### src/rtl/fe_queue_stage.sv
// Fetch stage: walks sequential PCs over a req/ack instruction-memory port and
// buffers {pc, instruction} pairs in a QDEPTH-entry FIFO consumed by decode.
module fe_queue_stage #(
    parameter int unsigned     XLEN     = 32,
    parameter int unsigned     ILEN     = 32,
    parameter int unsigned     QDEPTH   = 4,
    parameter logic [XLEN-1:0] RESET_PC = '0,
    parameter int unsigned     PC_STEP  = 4
) (
    input  logic                    clk,
    input  logic                    rst,
    output logic                    imem_req,
    output logic [XLEN-1:0]         imem_addr,
    input  logic                    imem_ack,
    input  logic [ILEN-1:0]         imem_data,
    input  logic                    redirect,
    input  logic [XLEN-1:0]         redirect_pc,
    output logic                    out_valid,
    output logic [XLEN-1:0]         out_pc,
    output logic [ILEN-1:0]         out_isn,
    input  logic                    dec_ready,
    output logic [$clog2(QDEPTH):0] q_count
);
    localparam int unsigned   PW   = $clog2(QDEPTH);
    localparam int unsigned   CW   = PW + 1;
    localparam logic [CW-1:0] FULL = CW'(QDEPTH);

    logic [XLEN-1:0] fpc_q, fpc_d;
    logic [PW-1:0]   rd_ptr_q, rd_ptr_d;
    logic [PW-1:0]   wr_ptr_q, wr_ptr_d;
    logic [CW-1:0]   count_q, count_d;

    logic [XLEN-1:0] pc_mem  [QDEPTH];
    logic [ILEN-1:0] isn_mem [QDEPTH];

    logic accept;
    logic pop;

    // Redirect drops the request, so an ack arriving with it is never accepted.
    assign imem_req  = !rst && !redirect && (count_q != FULL);
    assign imem_addr = fpc_q;
    assign accept    = imem_req && imem_ack;

    assign out_valid = (count_q != '0) && !redirect;
    assign out_pc    = pc_mem[rd_ptr_q];
    assign out_isn   = isn_mem[rd_ptr_q];
    assign pop       = out_valid && dec_ready;

    assign q_count   = count_q;

    always_comb begin
        // NOTE: every next-state signal gets a default first, so no path leaves
        // it unassigned and no latch is inferred.
        fpc_d    = fpc_q;
        rd_ptr_d = rd_ptr_q;
        wr_ptr_d = wr_ptr_q;
        count_d  = count_q;

        if (redirect) begin
            fpc_d    = redirect_pc;
            rd_ptr_d = '0;
            wr_ptr_d = '0;
            count_d  = '0;
        end else begin
            if (accept) begin
                wr_ptr_d = wr_ptr_q + 1'b1;
                fpc_d    = fpc_q + XLEN'(PC_STEP);
            end
            if (pop) begin
                rd_ptr_d = rd_ptr_q + 1'b1;
            end
            unique case ({accept, pop})
                2'b10:   count_d = count_q + 1'b1;
                2'b01:   count_d = count_q - 1'b1;
                default: count_d = count_q;
            endcase
        end
    end

    // NOTE: state registers use non-blocking assignments so every flop samples
    // the pre-edge values of its neighbours.
    always_ff @(posedge clk) begin
        if (rst) begin
            fpc_q    <= RESET_PC;
            rd_ptr_q <= '0;
            wr_ptr_q <= '0;
            count_q  <= '0;
        end else begin
            fpc_q    <= fpc_d;
            rd_ptr_q <= rd_ptr_d;
            wr_ptr_q <= wr_ptr_d;
            count_q  <= count_d;
        end
    end

    // NOTE: the storage array is deliberately not reset; count gates its
    // contents, and leaving it reset-free lets it map onto plain RAM/flops.
    always_ff @(posedge clk) begin
        if (accept) begin
            pc_mem[wr_ptr_q]  <= fpc_q;
            isn_mem[wr_ptr_q] <= imem_data;
        end
    end

endmodule

### config.mk
export PLATFORM = sky130hd
export DESIGN_NAME = fe_queue_stage
export DESIGN_NICKNAME = d
export VERILOG_FILES = /design/src/rtl/fe_queue_stage.sv
export SDC_FILE = /design/constraint.sdc
export NUM_CORES = 1
export LEC_CHECK = 0
export ABC_AREA = 1
export BUFFER_PORTS_ARGS = -buffer_cell sky130_fd_sc_hd__buf_2
export CAP_MARGIN = 10
export CORE_MARGIN = 8
export CORE_UTILIZATION = 45
export DETAILED_ROUTE_END_ITERATION = 8
export PLACE_DENSITY = 0.65
export SYNTH_ARGS = -nofsm -noshare
export SYNTH_HDL_FRONTEND = slang
export SYNTH_SLANG_ARGS = --single-unit
### constraint.sdc
create_clock -name clk -period 11.26 [get_ports clk]
set_input_delay 1.126 -clock clk [delete_from_list [all_inputs] [get_ports clk]]
set_output_delay 1.126 -clock clk [all_outputs]
set_load 0.02 [all_outputs]
**After elaboration in Yosys (flattened, before gate mapping)**

Memories as Yosys holds them, arrays and structs flattened. A register that Yosys moved wholly into a read port is not among the register bits.
Index checks and enable logic that the tools add are counted.

- Bits in registers: 39
- Memory bits (writable): 256
- Bits of input ports: 69
- Output and inout port bits: 101
- Word-level logic and storage cells: 34
- Memories: 2

Memories:

| name | depth | width | rd ports | clocked after memory_dff | write ports | line | text |
|---|---|---|---|---|---|---|---|
| isn_mem | 4 | 32 | 1 | 1 | 1 | 34 | `logic [ILEN-1:0] isn_mem [QDEPTH];` |
| pc_mem | 4 | 32 | 1 | 1 | 1 | 33 | `logic [XLEN-1:0] pc_mem [QDEPTH];` |

- Add/sub/neg operators: 5
- Eq/ne operators: 3
- Muxes and demuxes: 9
- Reduce and logical (&&, ||, !) cells: 11

Operators by type and width:

| cell | count |
|---|---|
| $mux 32 | 2 |
| $add 32x3->32 const B | 1 |
| $mux 2 | 4 |
| $pmux 3 s2 | 1 |
| $logic_and 1x1->1 | 5 |
| $add 2x1->2 const B | 2 |
| $reduce_bool 2->1 | 2 |
| $add 3x1->3 const B | 1 |
| $ne 3x3->1 const B | 1 |
| $reduce_bool 3->1 | 1 |
| $sub 3x1->3 const B | 1 |
| $eq 2x1->1 const B | 1 |
| $eq 2x2->1 const B | 1 |
| $logic_not 1->1 | 2 |
| $mux 1 | 2 |
| $reduce_or 2->1 | 1 |

**Longest topological paths before layout**

Gate-level depths: netlist of the first run.

- Depth after elaboration: 6
- Mapped depth: 11
- Depth with buffers taken out: 11

**Worst setup path after synthesis of the first run**

No wires, ideal clock.

- Path type: input to register
- Start: input redirect
- End: memory isn_mem[0][0], enable pin
- Setup time: 0.486 ns
- Arrival: 4.347 ns
- Required time: 10.774 ns
- Setup slack: 6.427 ns
- Cell stages on the path: 5
- Path buffers: 2
- Path through: buf_6 -> nor2_8 -> nand3_2 -> buf_2 -> nor2_1

- Word-level cells in the longest chain between the ends: 6

RTL lines:

| element | line | text |
|---|---|---|
| start: declaration | 16 | `input logic redirect,` |
| $logic_not 1->1 | 40 | `assign imem_req = !rst && !redirect && (count_q != FULL);` |
| $logic_and 1x1->1 (2 in a row) | 40 |  |
| $logic_and 1x1->1 | 42 | `assign accept = imem_req && imem_ack;` |
| $mux 1 | 99 | `if (accept) begin` |
| $mux 1 (not written as such) | 101 | `isn_mem[wr_ptr_q] <= imem_data;` |
| end: declaration | 34 |  |

Every way passes these cells.

==> results.py, run 1 <==
metrics = {
    "worst_setup_path": {
        "worstReg2RegEnd": "isn_mem[0][25]$_DFFE_PP_",
        "arrival_ns": 2.85,
        "critPathLaunchType": "flop",
        "reg2reg_depth": 5,
        "crit_chain": "buf_4 > inv_2 > o21ai_0 > o22ai_1 > buf_2",
        "worstReg2RegStart": "q_count[1]$_SDFFE_PP0P_",
        "crit_path_end_kind": "output pin",
        "max_stage_delay_ns": 0.85,
        "cp_max_fo": 65,
        "slowest_stage": "inv_2",
        "required_ns": 10.13,
        "endpoint": "out_pc[15]",
        "crit_type": "reg -> out",
        "ff2ff_setup_slack_ns": 9.04,
    },
    "route": {
        "antenna_left": 0,
        "vias": 8403,
        "drt_iter0_drc": 723,
        "drc": 0,
        "dr.pass1.iters": 5,
        "wirelength_mm": 29.2,
        "avgViaCountPerCell": 5.35,
        "wl_per_cell_um": 18.6,
    },
    "synthesis": {
        "synth_top_cell_area_share_pct": 63.3,
        "synth_area_leaders": "edfxtp_1 (63%), o21ai_0 (6.9%), dfxtp_1 (6.8%)",
        "seq_area_frac_synth_pct": 70.0,
        "synth_cell_types": 36,
        "synth_area_sq_um": 12100,
        "async_flop_share_pct": 0,
        "ys.flop_type": "edfxtp_1",
        "synth_top_cell_by_area": "edfxtp_1",
        "avgSynthCellArea_sq_um": 11.5,
        "synth_edf_count": 256,
        "synth-seq-cells": 297,
        "yosys_warnings": 0,
        "syn_nets": 1132,
        "netlist_instances": 1056,
    },
    "power_and_ir_drop": {
        "power.leakage_nw": 5.12,
        "powerDensity_nw_per_um2": 159,
        "peakVddDrop_mv": 0.0976,
    },
    "sta": {
        "tightest_slew_ns": 1.05,
        "fmax_ghz": 0.252,
        "skew_ns": 0.0108,
        "period_needed_ns": 3.97,
        "drv_slew": 0,
        "tns_ns": 0,
        "hold_ws_ns": 0.478,
        "finalHoldViolations": 0,
        "fin_crit_sh_pct": 35.3,
        "setup_viol": 0,
        "setup_ws_ns": 7.29,
        "timing.slew.headroom_pct": 30.2,
        "rsz0062_at_grt": "false",
    },
    "cts": {
        "post_cts_buffers": 0,
        "htree_levels": 1,
        "cts_buffers": 29,
        "cts_sinks": 297,
        "cts_tree": "yes",
        "cts_resized": 0,
        "clk_latency_ns": 0.56,
        "clockRootBuffer": "clkbuf_16",
        "cts_max_path_buffers": 3,
        "clk_pin_slew_ns": 0.06,
        "ctsHoldBuffers": 0,
    },
    "grt": {
        "grt_first_pass_wirelength_mm": 45.4,
        "grt_max_degree": 107,
        "grt_use_met2_pct": 28.8,
        "busiest_layer": "met2",
        "grt_pass1_vias": 8091,
        "grt_use_met1_pct": 23.0,
        "grt-ovfl-total": 0,
        "antenna_found_initial": 1,
        "grt_util_all_layers_pct": 17.3,
        "met3_usage_pct": 3.10,
    },
    "floorplanning": {
        "initial_core_util_pct": 45.5,
        "rows": 60,
        "ios": 170,
        "die_y_um": 180,
        "core_sq_um": 26700,
        "dieWidth_um": 180,
        "dieArea_sq_um": 32500,
    },
    "status": {
        "outcome": "finished clean",
    },
    "cells_and_area": {
        "area_growth_pct": 16.5,
        "layout-drive-gt1-share_pct": 20.9,
        "fillers": 2322,
        "multi_input_area_sq_um": 3150,
        "nets": 1285,
        "seq_area_sq_um": 8510,
    },
    "min_path": {
        "hp-class": "reg -> reg",
    },
    "flow_run": {
        "maxCapViolCount": 0,
    },
    "placement": {
        "portBuffers": 169,
        "place_congestion": 0.813,
        "dpl_worst_slack_ns": 7.79,
        "hpwl_mm": 17.6,
    },
}
## flip-flops by register name, indices dropped and copies added (netlist names), named ones only
signal / cells
wr_ptr_q: 2
isn_mem: 128
imem_addr: 32
rd_ptr_q: 2
q_count: 3
pc_mem: 128
## layout by cell type (no fill, tap or decap), drive strengths merged, types with 6 or more instances in the layout
master / n
a21oi: 35
buf: 176
clkbuf: 39
clkinv: 11
dfxtp: 41
edfxtp: 256
ha: 6
inv: 74
nand2: 123
nand3: 39
nor2: 177
o21ai: 171
o22ai: 64
## worst min-delay path by stage
stage | end | cells after the start | slack (ns) | from
floorplan | flop | 2 | 0.44 | rd_ptr_q[1]$_SDFFE_PP0P_
global placement | rd_ptr_q[0]$_SDFFE_PP0P_ | 1 | 0.46 | rd_ptr_q[0]$_SDFFE_PP0P_
detailed placement | rd_ptr_q[0]$_SDFFE_PP0P_ | 1 | 0.48 | rd_ptr_q[0]$_SDFFE_PP0P_
CTS | rd_ptr_q[0]$_SDFFE_PP0P_ | 1 | 0.48 | rd_ptr_q[0]$_SDFFE_PP0P_
global route | rd_ptr_q[0]$_SDFFE_PP0P_ | 1 | 0.52 | rd_ptr_q[0]$_SDFFE_PP0P_
finish | rd_ptr_q[0]$_SDFFE_PP0P_ | 1 | 0.48 | rd_ptr_q[0]$_SDFFE_PP0P_
## stage by stage
step           cells  util (%)  power (mW)  instance area, sq um
2_1_floorplan   1056         -        1.31                 12100
5_1_grt         1572      52.9        2.32                 14100
6_report        1572      52.9        2.25                 14100
3_5_place_dp    1519      49.6        1.37                 13300
4_1_cts         1571      52.9        2.27                 14100
3_3_place_gp    1519      49.6        1.37                 13300
## layout make-up
class / instances / share of cell area (%)
Inverter: 73 / 1.95
Multi-Input combinational cell: 632 / 22.3
Tap cell: 341 / 3.02
Clock inverter: 13 / 0.681
Antenna cell: 1 / 0.0177
Sequential cell: 297 / 60.2
Timing Repair Buffer: 176 / 6.35
Clock buffer: 39 / 5.54
## cell usage after synthesis, types with 2 or more instances
library cell and instances:
edfxtp_1 256, o21ai_0 167, nor2_1 160, nand2_1 112, inv_1 70, o22ai_1 64
dfxtp_1 41, nand3_1 37, clkbuf_1 36, a21oi_1 32, buf_2 13, nor2_4 9
nand2_2 8, nor2_2 7, ha_1 6, a31oi_1 4, and2_1 4, o21ai_1 4
a21oi_2 3, nand2_4 3, buf_4 2, inv_2 2, nand3_2 2, xor2_1 2
## layer usage
layer  part of all wire, %  up-vias
li1                      -     4043
met1                    44     4039
met2                    48      275
met3                   6.4       46
met4                   1.9        0
met5                     0        -
## critical path, delay by kind of cell (launching register included)
| family | cells | cell delay, ns |
|---|---|---|
| buffers and inverters | 3 | 1.42 |
| AOI/OAI and AO/OA | 2 | 0.54 |
| DFF | 1 | 0.31 |
## report_power, final
part / internal (mW) / total, mW / switching (mW)
clock network: 0.509 / 0.902 / 0.393
logic: 0.0352 / 0.108 / 0.0731
registers: 1.21 / 1.24 / 0.0237
total: 1.76 / 2.25 / 0.490
## cells by family after synthesis
| group | after synthesis | share of synthesized area (%) |
|---|---|---|
| buf+inv | 127 | 4.27 |
| fa+ha+maj | 7 | 0.783 |
| xor+xnor | 3 | 0.216 |
| compound gates | 276 | 12.2 |
| flops | 297 | 70.0 |
| simple gates | 346 | 12.5 |
Power figures use the tool's default switching activity.
==> inputs of run 2 (changes only) <==
--- a/config.mk
+++ b/config.mk
@@ -5,13 +5,13 @@
 export SDC_FILE = /design/constraint.sdc
 export NUM_CORES = 1
 export LEC_CHECK = 0
-export ABC_AREA = 1
+export ABC_AREA = 0
 export BUFFER_PORTS_ARGS = -buffer_cell sky130_fd_sc_hd__buf_2
 export CAP_MARGIN = 10
 export CORE_MARGIN = 8
 export CORE_UTILIZATION = 45
 export DETAILED_ROUTE_END_ITERATION = 8
-export PLACE_DENSITY = 0.65
+export PLACE_DENSITY = 0.68
 export SYNTH_ARGS = -nofsm -noshare
 export SYNTH_HDL_FRONTEND = slang
 export SYNTH_SLANG_ARGS = --single-unit
==> constraint.sdc (replaced) <==
create_clock -name clk -period 3.3 [get_ports clk]
set_input_delay 0.33 -clock clk [delete_from_list [all_inputs] [get_ports clk]]
set_output_delay 0.33 -clock clk [all_outputs]
set_load 0.02 [all_outputs]
==> results.py, run 2 <==
metrics = {
    "status": {
        "outcome": "finished clean",
    },
    "synthesis": {
        "synth_edf_count": 256,
        "avgSynthCellArea_sq_um": 18.6,
        "synth_top_cell_by_area": "edfxtp_1",
        "synth_cell_types": 49,
        "ys.flop_type": "edfxtp_1",
        "synth-seq-cells": 297,
        "syn_nets": 700,
        "seq_area_frac_synth_pct": 73.4,
        "synthTopCellsByCount": "edfxtp_1 (256), mux4_2 (64), dfxtp_1 (41)",
        "async_flop_share_pct": 0,
        "yosysMostFrequentCell": "edfxtp_1",
        "synth_area_leaders": "edfxtp_1 (66%), mux4_2 (12%), dfxtp_1 (7.1%)",
        "netlist_instances": 624,
        "synth_top_cell_area_share_pct": 66.3,
        "yosys_warnings": 0,
        "synth_area_sq_um": 11600,
    },
    "power_and_ir_drop": {
        "power_frac_seq_pct": 53.3,
        "pwr-share-comb_pct": 4.5,
        "swShare_pct": 20.2,
        "powerDensity_nw_per_um2": 564,
        "peakVddDrop_mv": 0.335,
        "power.leakage_nw": 4.80,
        "power.total_mw": 7.94,
        "clkPwrFrac_pct": 42.2,
        "p_sw_mw": 1.61,
        "intPower_mw": 6.33,
    },
    "route": {
        "wirelength_mm": 26.3,
        "vias": 6587,
        "dr.pass1.iters": 5,
        "antenna_left": 0,
        "wl_per_cell_um": 22.4,
        "drt_iter0_drc": 551,
        "avgViaCountPerCell": 5.60,
        "drc": 0,
    },
    "cells_and_area": {
        "area_growth_pct": 21.3,
        "nets": 898,
        "diodes": 0,
        "mostFrequentLayoutCells": "edfxtp_1 (256), buf_2 (169), mux4_2 (64), dfxtp_1 (39), nor2_1 (35)",
        "layout-drive-gt1-share_pct": 36.9,
        "layout_commonest_cell": "edfxtp_1",
        "fin_util_pct": 55.7,
        "fillers": 2002,
    },
    "sta": {
        "period_needed_ns": 2.52,
        "setup_ws_ns": 0.777,
        "finalHoldViolations": 0,
        "fin_crit_sh_pct": 76.5,
        "drv_slew": 0,
        "fmax_ghz": 0.396,
        "skew_ns": 0.0158,
        "setup_viol": 0,
        "tns_ns": 0,
        "timing.slew.headroom_pct": 58.8,
        "tightest_slew_ns": 0.618,
        "rsz0062_at_grt": "false",
    },
    "placement": {
        "hpwl_mm": 17.5,
        "portBuffers": 169,
        "dpl_worst_slack_ns": 0.805,
        "place_congestion": 0.831,
    },
    "floorplanning": {
        "initial_core_util_pct": 45.9,
        "rows": 58,
        "die_y_um": 177,
        "core_sq_um": 25300,
        "ios": 170,
        "dieArea_sq_um": 31200,
        "dieWidth_um": 177,
    },
    "min_path": {
        "worstHoldPathCells": 1,
        "hp-class": "in -> reg",
        "min_to": "isn_mem[1][13]$_DFFE_PP_",
        "worstHoldStart": "imem_data[13]",
    },
    "worst_setup_path": {
        "worstReg2RegStart": "q_count[2]$_SDFFE_PP0P_",
        "path_delay_family": "flip-flops",
        "reg2reg_depth": 9,
        "critPathLaunchType": "flop",
        "crit_path_end_kind": "output pin",
        "crit_type": "reg -> out",
        "arrival_ns": 2.19,
        "max_stage_delay_ns": 0.62,
        "required_ns": 2.97,
        "worstReg2RegEnd": "q_count[2]$_SDFFE_PP0P_",
        "slowest_stage": "dfxtp_4",
        "ff2ff_setup_slack_ns": 0.81,
        "crit_chain": "buf_4 > mux4_2 > buf_2",
        "critPathBufInv": 2,
        "cp_max_fo": 18,
    },
    "cts": {
        "htree_levels": 1,
        "cts_max_path_buffers": 3,
        "clockRootBuffer": "clkbuf_16",
        "clk_pin_slew_ns": 0.06,
        "cts_tree": "yes",
        "cts_buffers": 30,
        "clk_latency_ns": 0.53,
        "cts_resized": 0,
        "cts_sinks": 297,
    },
    "grt": {
        "grt-ovfl-total": 0,
        "grt_first_pass_wirelength_mm": 40.1,
        "grt_pass1_vias": 6806,
        "grt_util_all_layers_pct": 16.5,
        "grt_max_degree": 49,
        "antenna_found_initial": 0,
    },
    "flow_run": {
        "maxCapViolCount": 0,
    },
}
## run 2: how the worst max path moves through the flow
stage | from | to | cells past startpoint
5_1_grt | q_count[2]$_SDFFE_PP0P_ | q_count[2]$_SDFFE_PP0P_ | 9
3_5_place_dp | redirect | q_count[2]$_SDFFE_PP0P_ | 10
3_3_place_gp | redirect | q_count[2]$_SDFFE_PP0P_ | 10
6_report | flop | out_pc[21] | 3
4_1_cts | flop | out_pc[0] | 3
2_1_floorplan | rst | isn_mem[0][0]$_DFFE_PP_ | 4
## run 2: cells by family (layout without fill, tap and decap cells)
logic type / after synthesis / count (layout) / synth area share, %
mux: 66 / 66 / 12.6
buf+inv: 43 / 265 / 1.53
fa+ha+maj: 7 / 7 / 0.820
flops: 297 / 297 / 73.4
xor+xnor: 13 / 13 / 0.982
compound gates: 56 / 56 / 3.59
simple gates: 142 / 142 / 7.11
## run 2: power groups by stage
stage / Sequential (mW) / Clock [mW] / Combinational [mW]
after CTS: 4.23 / 3.43 / 0.361
after floorplan: 4.31 / 0 / 0.159
after global placement: 4.30 / 0 / 0.349
after detailed placement: 4.31 / 0 / 0.352
final: 4.23 / 3.35 / 0.357
after global routing: 4.24 / 3.56 / 0.387
## run 2: per-stage QoR
step	cell area, sq um	hold WS, ns	instances
floorplan	11600	0.429	624
CTS	14100	0.0000190	1175
global route	14100	0.0000130	1176
finish	14100	0.0243	1176
global placement	13000	0.490	1111
detailed placement	13000	0.492	1111
## run 2: layout make-up
cell class                 instances  area [sq um]  share of cell area [%]
clock buffer                      52           966                    6.87
clock inverter                     4          45.0                   0.320
inverter                          10          37.5                   0.267
multi-input combinational        284          2920                    20.8
sequential                       297          8520                    60.5
tap                              330           413                    2.94
timing repair buffer             199          1170                    8.31
## run 2: per-layer routing
metal  global-route usage (%)  vias to the layer above  part of all wire (%)
met1                     23.2                     3307                    44
li1                         -                     2980                     -
met4                     3.36                        0                   1.5
met2                     26.1                      262                    46
met5                        0                        -                     0
met3                     3.80                       38                   8.0
## run 2: worst register-to-register path: cells and delay by family (launching register included)
kind,cells,cell delay [ns]
xor gates and xnor gates,1,0.16
and+or+nand+nor,3,0.98
DFF,1,0.39
AOI/OAI and AO/OA,1,0.14
adders and majority gates,2,0.56
buffers and inverters,2,0.18
## run 2: timing repair
| item | 4_1_cts | 5_1_grt |
|---|---|---|
| buffers inserted | 0 | 0 |
| endpoints found under the hold margin | 28 | 3 |
| hold buffers | 8 | 1 |
